==> src/rtl/commit_trace_receiver.sv <==
// ---------------------------------------------------------------------------
// commit_trace_receiver
//
// Receiving end of the core commit/trace interface on the checker side.
// Every cycle it samples the commit, memory-access and exception-event
// signals exported by the core. It merges each commit with its memory
// access into one trace record, gives the record a sequence number, and
// buffers it in a FIFO. The checker drains the FIFO one record at a time.
//
// Handshake: the head record is presented while out_valid is high. It is
// consumed on a rising clock edge where out_valid && out_ready. While
// out_valid && !out_ready every out_* field holds steady. out_ready has no
// effect while the FIFO is empty.
//
// Ports
//   clock, reset            sole clock; synchronous active-high reset
//   in_commit_*             committed instruction (valid, inst word, pc)
//   in_mem_read_*           load access (valid, address, size code)
//   in_mem_write_*          store access (valid, address, data, size code)
//   in_event_*              exception/interrupt (valid, cause, pc)
//   out_valid / out_ready   checker-side handshake for the head record
//   out_seq .. out_cause    head record fields (all zero while empty)
//   level                   FIFO occupancy, 0..DEPTH
//   overflow                sticky: a record was dropped on a full FIFO
//   mem_conflict            sticky: a pending access was overwritten
//   drop_count              dropped-record count, saturating at 0xFFFF
//
// DEPTH must be a power of two and at least 2.
// ---------------------------------------------------------------------------
module commit_trace_receiver #(
  parameter int XLEN  = 64,
  parameter int DEPTH = 8,
  parameter int SEQW  = 32
) (
  input  logic                     clock,
  input  logic                     reset,
  // commit port
  input  logic                     in_commit_valid,
  input  logic [31:0]              in_commit_inst,
  input  logic [XLEN-1:0]          in_commit_pc,
  // load port
  input  logic                     in_mem_read_valid,
  input  logic [XLEN-1:0]          in_mem_read_addr,
  input  logic [2:0]               in_mem_read_width,
  // store port
  input  logic                     in_mem_write_valid,
  input  logic [XLEN-1:0]          in_mem_write_addr,
  input  logic [XLEN-1:0]          in_mem_write_data,
  input  logic [2:0]               in_mem_write_width,
  // exception / interrupt port
  input  logic                     in_event_valid,
  input  logic [XLEN-1:0]          in_event_cause,
  input  logic [XLEN-1:0]          in_event_pc,
  // record output
  output logic                     out_valid,
  input  logic                     out_ready,
  output logic [SEQW-1:0]          out_seq,
  output logic [1:0]               out_kind,
  output logic [XLEN-1:0]          out_pc,
  output logic [31:0]              out_inst,
  output logic                     out_rd_valid,
  output logic [XLEN-1:0]          out_rd_addr,
  output logic [2:0]               out_rd_width,
  output logic                     out_wr_valid,
  output logic [XLEN-1:0]          out_wr_addr,
  output logic [XLEN-1:0]          out_wr_data,
  output logic [2:0]               out_wr_width,
  output logic [XLEN-1:0]          out_cause,
  // status
  output logic [$clog2(DEPTH):0]   level,
  output logic                     overflow,
  output logic                     mem_conflict,
  output logic [15:0]              drop_count
);

  localparam int AW = $clog2(DEPTH);

  localparam logic [1:0]  KIND_COMMIT       = 2'd0;
  localparam logic [1:0]  KIND_EVENT        = 2'd1;
  localparam logic [1:0]  KIND_COMMIT_EVENT = 2'd2;

  localparam logic [AW:0]     CNT_ONE   = {{AW{1'b0}}, 1'b1};
  localparam logic [AW:0]     FULL_LVL  = (AW+1)'(DEPTH);
  localparam logic [SEQW-1:0] SEQ_ONE   = {{(SEQW-1){1'b0}}, 1'b1};
  localparam logic [15:0]     DROP_MAX  = 16'hFFFF;

  // One trace record as stored in the FIFO.
  typedef struct packed {
    logic [SEQW-1:0] seq;
    logic [1:0]      kind;
    logic [XLEN-1:0] pc;
    logic [31:0]     inst;
    logic            rd_valid;
    logic [XLEN-1:0] rd_addr;
    logic [2:0]      rd_width;
    logic            wr_valid;
    logic [XLEN-1:0] wr_addr;
    logic [XLEN-1:0] wr_data;
    logic [2:0]      wr_width;
    logic [XLEN-1:0] cause;
  } rec_t;

  // -------------------------------------------------------------------------
  // State
  // -------------------------------------------------------------------------
  rec_t            r_mem [DEPTH];
  logic [AW:0]     r_wr_cnt;
  logic [AW:0]     r_rd_cnt;
  logic [SEQW-1:0] r_seq;
  logic            r_overflow;
  logic            r_mem_conflict;
  logic [15:0]     r_drop_count;

  // Pending load slot
  logic            r_prd_valid;
  logic [XLEN-1:0] r_prd_addr;
  logic [2:0]      r_prd_width;

  // Pending store slot
  logic            r_pwr_valid;
  logic [XLEN-1:0] r_pwr_addr;
  logic [XLEN-1:0] r_pwr_data;
  logic [2:0]      r_pwr_width;

  // -------------------------------------------------------------------------
  // FIFO bookkeeping
  // -------------------------------------------------------------------------
  logic [AW:0]   w_level;
  logic [AW-1:0] w_wr_ptr;
  logic [AW-1:0] w_rd_ptr;
  logic          w_empty;
  logic          w_full;
  logic          w_deq;
  logic          w_gen;
  logic          w_enq;
  logic          w_drop;
  logic          w_mem_only;
  logic          w_conflict;
  rec_t          w_rec;
  rec_t          w_head;

  // The counters carry one extra bit, so full and empty are told apart by
  // their difference and not by pointer equality.
  assign w_level  = r_wr_cnt - r_rd_cnt;
  assign w_wr_ptr = r_wr_cnt[AW-1:0];
  assign w_rd_ptr = r_rd_cnt[AW-1:0];
  assign w_empty  = (w_level == '0);
  assign w_full   = (w_level == FULL_LVL);
  assign w_deq    = !w_empty && out_ready;
  assign w_gen    = in_commit_valid || in_event_valid;
  // A full FIFO still takes a record when the head leaves in the same cycle.
  assign w_enq    = w_gen && (!w_full || w_deq);
  assign w_drop   = w_gen && w_full && !w_deq;

  // An access goes into its pending slot only in a cycle with no commit and
  // no event.
  assign w_mem_only = !in_commit_valid && !in_event_valid;
  assign w_conflict = w_mem_only &&
                      ((in_mem_read_valid  && r_prd_valid) ||
                       (in_mem_write_valid && r_pwr_valid));

  // -------------------------------------------------------------------------
  // Record assembly
  // -------------------------------------------------------------------------
  always_comb begin
    w_rec     = '0;
    w_rec.seq = r_seq;
    if (in_commit_valid) begin
      w_rec.kind = in_event_valid ? KIND_COMMIT_EVENT : KIND_COMMIT;
      w_rec.pc   = in_commit_pc;
      w_rec.inst = in_commit_inst;
      // A same-cycle access takes priority over the pending slot.
      if (in_mem_read_valid) begin
        w_rec.rd_valid = 1'b1;
        w_rec.rd_addr  = in_mem_read_addr;
        w_rec.rd_width = in_mem_read_width;
      end else if (r_prd_valid) begin
        w_rec.rd_valid = 1'b1;
        w_rec.rd_addr  = r_prd_addr;
        w_rec.rd_width = r_prd_width;
      end
      if (in_mem_write_valid) begin
        w_rec.wr_valid = 1'b1;
        w_rec.wr_addr  = in_mem_write_addr;
        w_rec.wr_data  = in_mem_write_data;
        w_rec.wr_width = in_mem_write_width;
      end else if (r_pwr_valid) begin
        w_rec.wr_valid = 1'b1;
        w_rec.wr_addr  = r_pwr_addr;
        w_rec.wr_data  = r_pwr_data;
        w_rec.wr_width = r_pwr_width;
      end
    end else begin
      // An event alone carries no memory fields and no instruction word.
      w_rec.kind = KIND_EVENT;
      w_rec.pc   = in_event_pc;
    end
    if (in_event_valid) begin
      w_rec.cause = in_event_cause;
    end
  end

  // -------------------------------------------------------------------------
  // Pending memory slots
  // -------------------------------------------------------------------------
  // Any commit consumes both slots. If a same-cycle access took priority,
  // the stale pending entry is discarded too, so it is never attached to a
  // later commit. An event-only cycle leaves both slots intact and ignores
  // any access in that cycle.
  always_ff @(posedge clock) begin
    if (reset) begin
      r_prd_valid <= 1'b0;
      r_prd_addr  <= '0;
      r_prd_width <= '0;
      r_pwr_valid <= 1'b0;
      r_pwr_addr  <= '0;
      r_pwr_data  <= '0;
      r_pwr_width <= '0;
    end else if (in_commit_valid) begin
      r_prd_valid <= 1'b0;
      r_pwr_valid <= 1'b0;
    end else if (w_mem_only) begin
      if (in_mem_read_valid) begin
        r_prd_valid <= 1'b1;
        r_prd_addr  <= in_mem_read_addr;
        r_prd_width <= in_mem_read_width;
      end
      if (in_mem_write_valid) begin
        r_pwr_valid <= 1'b1;
        r_pwr_addr  <= in_mem_write_addr;
        r_pwr_data  <= in_mem_write_data;
        r_pwr_width <= in_mem_write_width;
      end
    end
  end

  // -------------------------------------------------------------------------
  // Sequence counter, pointers and status flags
  // -------------------------------------------------------------------------
  always_ff @(posedge clock) begin
    if (reset) begin
      r_seq          <= '0;
      r_wr_cnt       <= '0;
      r_rd_cnt       <= '0;
      r_overflow     <= 1'b0;
      r_mem_conflict <= 1'b0;
      r_drop_count   <= '0;
    end else begin
      // Dropped records still use up a number, so the checker can see the gap.
      if (w_gen) begin
        r_seq <= r_seq + SEQ_ONE;
      end
      if (w_enq) begin
        r_wr_cnt <= r_wr_cnt + CNT_ONE;
      end
      if (w_deq) begin
        r_rd_cnt <= r_rd_cnt + CNT_ONE;
      end
      if (w_drop) begin
        r_overflow <= 1'b1;
        if (r_drop_count != DROP_MAX) begin
          r_drop_count <= r_drop_count + 16'd1;
        end
      end
      if (w_conflict) begin
        r_mem_conflict <= 1'b1;
      end
    end
  end

  // Record storage has no reset. Outputs are masked while empty, so stale
  // entries are never visible.
  always_ff @(posedge clock) begin
    if (w_enq) begin
      r_mem[w_wr_ptr] <= w_rec;
    end
  end

  // -------------------------------------------------------------------------
  // Outputs
  // -------------------------------------------------------------------------
  assign w_head = w_empty ? '0 : r_mem[w_rd_ptr];

  assign out_valid    = !w_empty;
  assign out_seq      = w_head.seq;
  assign out_kind     = w_head.kind;
  assign out_pc       = w_head.pc;
  assign out_inst     = w_head.inst;
  assign out_rd_valid = w_head.rd_valid;
  assign out_rd_addr  = w_head.rd_addr;
  assign out_rd_width = w_head.rd_width;
  assign out_wr_valid = w_head.wr_valid;
  assign out_wr_addr  = w_head.wr_addr;
  assign out_wr_data  = w_head.wr_data;
  assign out_wr_width = w_head.wr_width;
  assign out_cause    = w_head.cause;

  assign level        = w_level;
  assign overflow     = r_overflow;
  assign mem_conflict = r_mem_conflict;
  assign drop_count   = r_drop_count;

endmodule

==> config.mk <==
export PLATFORM = sky130hd
export DESIGN_NAME = commit_trace_receiver
export DESIGN_NICKNAME = d
export VERILOG_FILES = /design/src/rtl/commit_trace_receiver.sv
export SDC_FILE = /design/constraint.sdc
export NUM_CORES = 2
export LEC_CHECK = 0
export ABC_AREA = 1
export BUFFER_PORTS_ARGS = -buffer_cell sky130_fd_sc_hd__buf_2
export CAP_MARGIN = 40
export CELL_PAD_IN_SITES_DETAIL_PLACEMENT = 1
export CELL_PAD_IN_SITES_GLOBAL_PLACEMENT = 2
export CORE_UTILIZATION = 42
export DETAILED_ROUTE_END_ITERATION = 10
export GPL_TIMING_DRIVEN = 0
export PLACE_DENSITY_LB_ADDON = 0.1
export SLEW_MARGIN = 0
export SYNTH_ARGS = -nofsm -noshare
export SYNTH_HDL_FRONTEND = slang
export SYNTH_SLANG_ARGS = --single-unit
==> constraint.sdc <==
create_clock -name clock -period 41.9 [get_ports clock]
set_input_delay 4.19 -clock clock [delete_from_list [all_inputs] [get_ports clock]]
set_output_delay 4.19 -clock clock [all_outputs]
set_load 0.03 [all_outputs]
# Yosys cells after proc, flatten, opt, wreduce, memory -nomap -nowiden
# Memories as Yosys holds them, arrays and structs flattened. A register that Yosys moved wholly into a read port is not among the register bits.
# Cells that the tools add are included.
[word_totals] regBits=258 ram_bits=3152 output_inout_bits=417 word_cells=58 mem_count=1
[memory_table] memory="r_mem" depth=8 width=394 read_ports=1 rd_clocked_by_memory_dff=1 wr=1 line="106" source="rec_t r_mem [DEPTH];"
[classes] addsub=5 eq_ne=2 muxes=13 n_bitwise=1 n_reduce_logical=23
[op_table] cell="$mux 394" n=1
[op_table] cell="$mux 132" n=2
[op_table] cell="$mux 232" n=1
[op_table] cell="$mux 68" n=2
[op_table] cell="$mux 66" n=1
[op_table] cell="$mux 64" n=1
[op_table] cell="$add 32x1->32 const B" n=1
[op_table] cell="$add 16x1->16 const B" n=1
[op_table] cell="$ne 16x16->1 const B" n=1
[op_table] cell="$add 4x1->4 const B" n=2
[op_table] cell="$logic_and 1x1->1" n=8
[op_table] cell="$mux 3" n=2
[op_table] cell="$reduce_and 2->1" n=3
[op_table] cell="$reduce_and 3->1" n=2
[op_table] cell="$logic_not 1->1" n=5
[op_table] cell="$eq 4x4->1 const B" n=1
[op_table] cell="$logic_not 4->1" n=1
[op_table] cell="$sub 4x4->4" n=1
[op_table] cell="$logic_or 1x1->1" n=3
[op_table] cell="$mux 1" n=2
[op_table] cell="$mux 2" n=1
[op_table] cell="$reduce_or 2->1" n=1
[op_table] cell="$not 1->1" n=1

# Logic depth before layout (Yosys ltp)
[depth] ltp_word=8 mapped_depth=14 mapped_depth_nobuf=14

# Worst setup path after synthesis
# OpenSTA, ideal clock, no wires.
[synth_path] kind="input -> register" startpoint="input in_commit_valid" endpoint="memory r_mem[6][0] (netlist name), enable pin" setup_ns=1.637 t_arrival_ns=31.505 required_ns=40.263 path_slack_ns=8.758 stages=8 n_path_buf=2 path_cell_list="buf_4 nor2_8 inv_4 buf_2 nand2_1 inv_1 nand2_1 nor3_1"
[synth_via] elab_chain_len=4
[synth_rtl] item="start, declared" line="38" source="input logic in_commit_valid,"
[synth_rtl] item="$logic_or 1x1->1" line="150" source="assign w_gen = in_commit_valid || in_event_valid;"
[synth_rtl] item="$logic_and 1x1->1" line="152" source="assign w_enq = w_gen && (!w_full || w_deq);"
[synth_rtl] item="$mux 1" line="274" source="if (w_enq) begin"
[synth_rtl] item="$mux 1 (not written as such)" line="275" source="r_mem[w_wr_ptr] <= w_rec;"
[synth_rtl] item="end, declared" line="106"
# Every way passes these cells.

==> metrics.cfg <==
[cts]
cts_tree = yes
clock_latency_ns = 0.93
post_cts_buffers = 0
numCtsBuffers = 368
cts_root_buf = clkbuf_16
clock_path_buffers = 4
htreeDepth = 5
clkSinkCount = 3413
ctsResizeCount = 0
path_clk_slew_ns = 0.06
hold_buffers = 0

[final_layout]
drive_gt1_share_pct = 16.1
syn_to_final_growth_pct = 18.8
final_cells = 17417
finalNetCount = 13209
postLayoutCellArea_um2 = 163000
fill_cells = 33616

[global_route]
track_usage_pct = 29.0
grt_pass1_wl_um = 703000
grt_max_degree = 25
grt_overflow_total = 0
antenna_found_initial = 52
grt_pass1_vias = 103605

[job]
max_cap_violations = 0

[min_path]
hold_depth = 2
hold_end = r_pwr_addr[9]
min-delay-start = r_pwr_addr[9]
hold_path.class = reg -> reg

[route]
first_pass_iters = 6
wl_per_cell_um = 28.1
drc_errors = 0
antenna_left = 0
wl_um = 490000
routed_via_density = 5.69
vias = 99145
drt_iter0_markers = 8318

[sta]
setup_viol = 0
grt_setup_unrepaired = false
slew_violations = 0
final-hold-violation-count = 0
fin_crit_ns = 8.91
tightest_slew_ns = 1.12
relSlewSlack_pct = 25.2
fmax_mhz = 112
finClkSkew_ns = 0.0301
timing.final.crit_share_pct = 21.3

[pwr]
fin_total_pwr_mw = 12.2
leakage_nw = 58.6
vdd_drop_max_uv = 64.6
power.density_nw_per_um2 = 74.7

[worst_setup_path]
timing.rr.start = r_rd_cnt[0]
regToRegSetupSlack_ns = 37.37
cp.arrival_ns = 4.72
rr_worst_depth = 19
r2r-end = r_mem[6][329]
end_kind = output port
crit_fanout = 10
crit_required_ns = 37.71
startpoint_type = flip-flop
path_class = reg -> out

[logic_synthesis]
synth.distinct_cells = 36
netlist_top_cells_count = 3735 x nand2_1, 3152 x edfxtp_1, 1092 x a21oi_1
syn_area_per_cell_um2 = 12.2
ys.flop_type = edfxtp_1
yosys-top-cells-area = edfxtp_1 69%, nand2_1 10%, a21oi_1 4.0%
synthMostInstantiatedCell = nand2_1
syn-num-nets = 11727
yosys_warnings = 0
yosysTopAreaCell = edfxtp_1
synth_top_area_share_pct = 69.0
netlist_instances = 11290
seq_area_frac_synth_pct = 72.8
synthArstFlopShare_pct = 0
ys_ff_latch = 3413
synth-edff-count = 3152
syn_area_um2 = 137000

[floorplanning]
start_util_pct = 42.3
die_area_um2 = 329000
die_y_um = 574
die_w_um = 574
rows = 209
pin_count = 846
core_area_um2 = 325000

[placed_design]
routabilityCongestion = 0.822
dp_cells = 16718
placed_cell_area_um2 = 151000
portBuffers = 842
place_hpwl_um = 339000

[outcome]
status = finished clean

## critical path, stage by stage, from the launching register on
cell,delay [ns]
dfxtp_1,0.32
inv_2,0.41
buf_2,0.69
buf_2,0.66
buf_2,0.39
nand2_1,0.08
a32oi_1,0.22
o21ai_0,0.18
nor2_1,0.49
buf_2,0.31
## cells by family after synthesis
group,count (synthesis),synth area share (%)
fa+ha+maj,8,0.0784
buf+inv,1052,3.30
simple gates,4379,12.1
xor+xnor,9,0.0574
flops,3413,72.8
compound gates,2429,11.7
## report_power, final
group	switching [mW]	internal [mW]	total (mW)
logic	3.52	1.18	4.70
registers	0.0903	4.15	4.24
clock network	1.35	1.89	3.24
## cells in the final DEF, fill, tap and decap left out, types with 225 or more instances in the layout
cell,instances
nand2_1,3735
edfxtp_1,3152
buf_2,1306
a21oi_1,1092
nor2_1,563
clkbuf_1,407
a32oi_1,394
a32o_1,394
clkbuf_16,374
o21ai_0,301
dfxtp_1,261
inv_1,225
## metrics by stage
| stage | setup WS [ns] | util (%) | hold slack [ns] | TNS, ns |
|---|---|---|---|---|
| floorplan | 8.76 | - | 0.439 | 0 |
| global placement | -20.10 | 45.3 | 0.448 | -7889.54 |
| detailed placement | 33.59 | 46.5 | 0.454 | 0 |
| CTS | 32.81 | 50.2 | 0.462 | 0 |
| global route | 32.75 | 50.2 | 0.475 | 0 |
| finish | 32.99 | 50.2 | 0.461 | 0 |
## metal layers
layer,track usage [%],vias to the layer above,share of wire [%]
met5,0,-,0.021
met4,10.2,16,3.6
met3,4.96,726,6.7
met2,47.5,3365,47
met1,39.0,51150,42
li1,-,43888,-
## flip-flops by register name (all words and copies together) (netlist names), named ones only
register,flops
r_pwr_addr,64
r_seq,32
r_mem,3152
r_prd_valid,1
overflow,1
r_prd_width,3
r_pwr_width,3
r_prd_addr,64
mem_conflict,1
r_pwr_valid,1
drop_count,16
r_pwr_data,64
r_wr_cnt,4
r_rd_cnt,4
## worst max path at each step
| stage | from | end | depth (start not counted) |
|---|---|---|---|
| after floorplan | in_commit_valid | r_mem[6][0] | 8 |
| after global placement | in_commit_valid | r_mem[6][235] | 8 |
| after detailed placement | in_commit_valid | r_mem[6][329] | 16 |
| after CTS | r_wr_cnt[0] | out_wr_width[0] | 13 |
| after global routing | r_wr_cnt[0] | out_wr_width[0] | 13 |
| final | flip-flop | out_rd_addr[58] | 9 |
## area by class of cell
type / count / area, µm² / share of cell area, %
clock inverter: 206 / 2060 / 1.27
clock buffer: 463 / 9760 / 5.99
buffer: 818 / 3660 / 2.25
tap: 4325 / 5410 / 3.32
inverter: 234 / 881 / 0.540
multi-input combinational: 6825 / 32900 / 20.2
sequential: 3413 / 99900 / 61.3
antenna: 21 / 52.6 / 0.0322
timing repair buffer: 1112 / 8410 / 5.16
(Power assumes the default switching activity.)
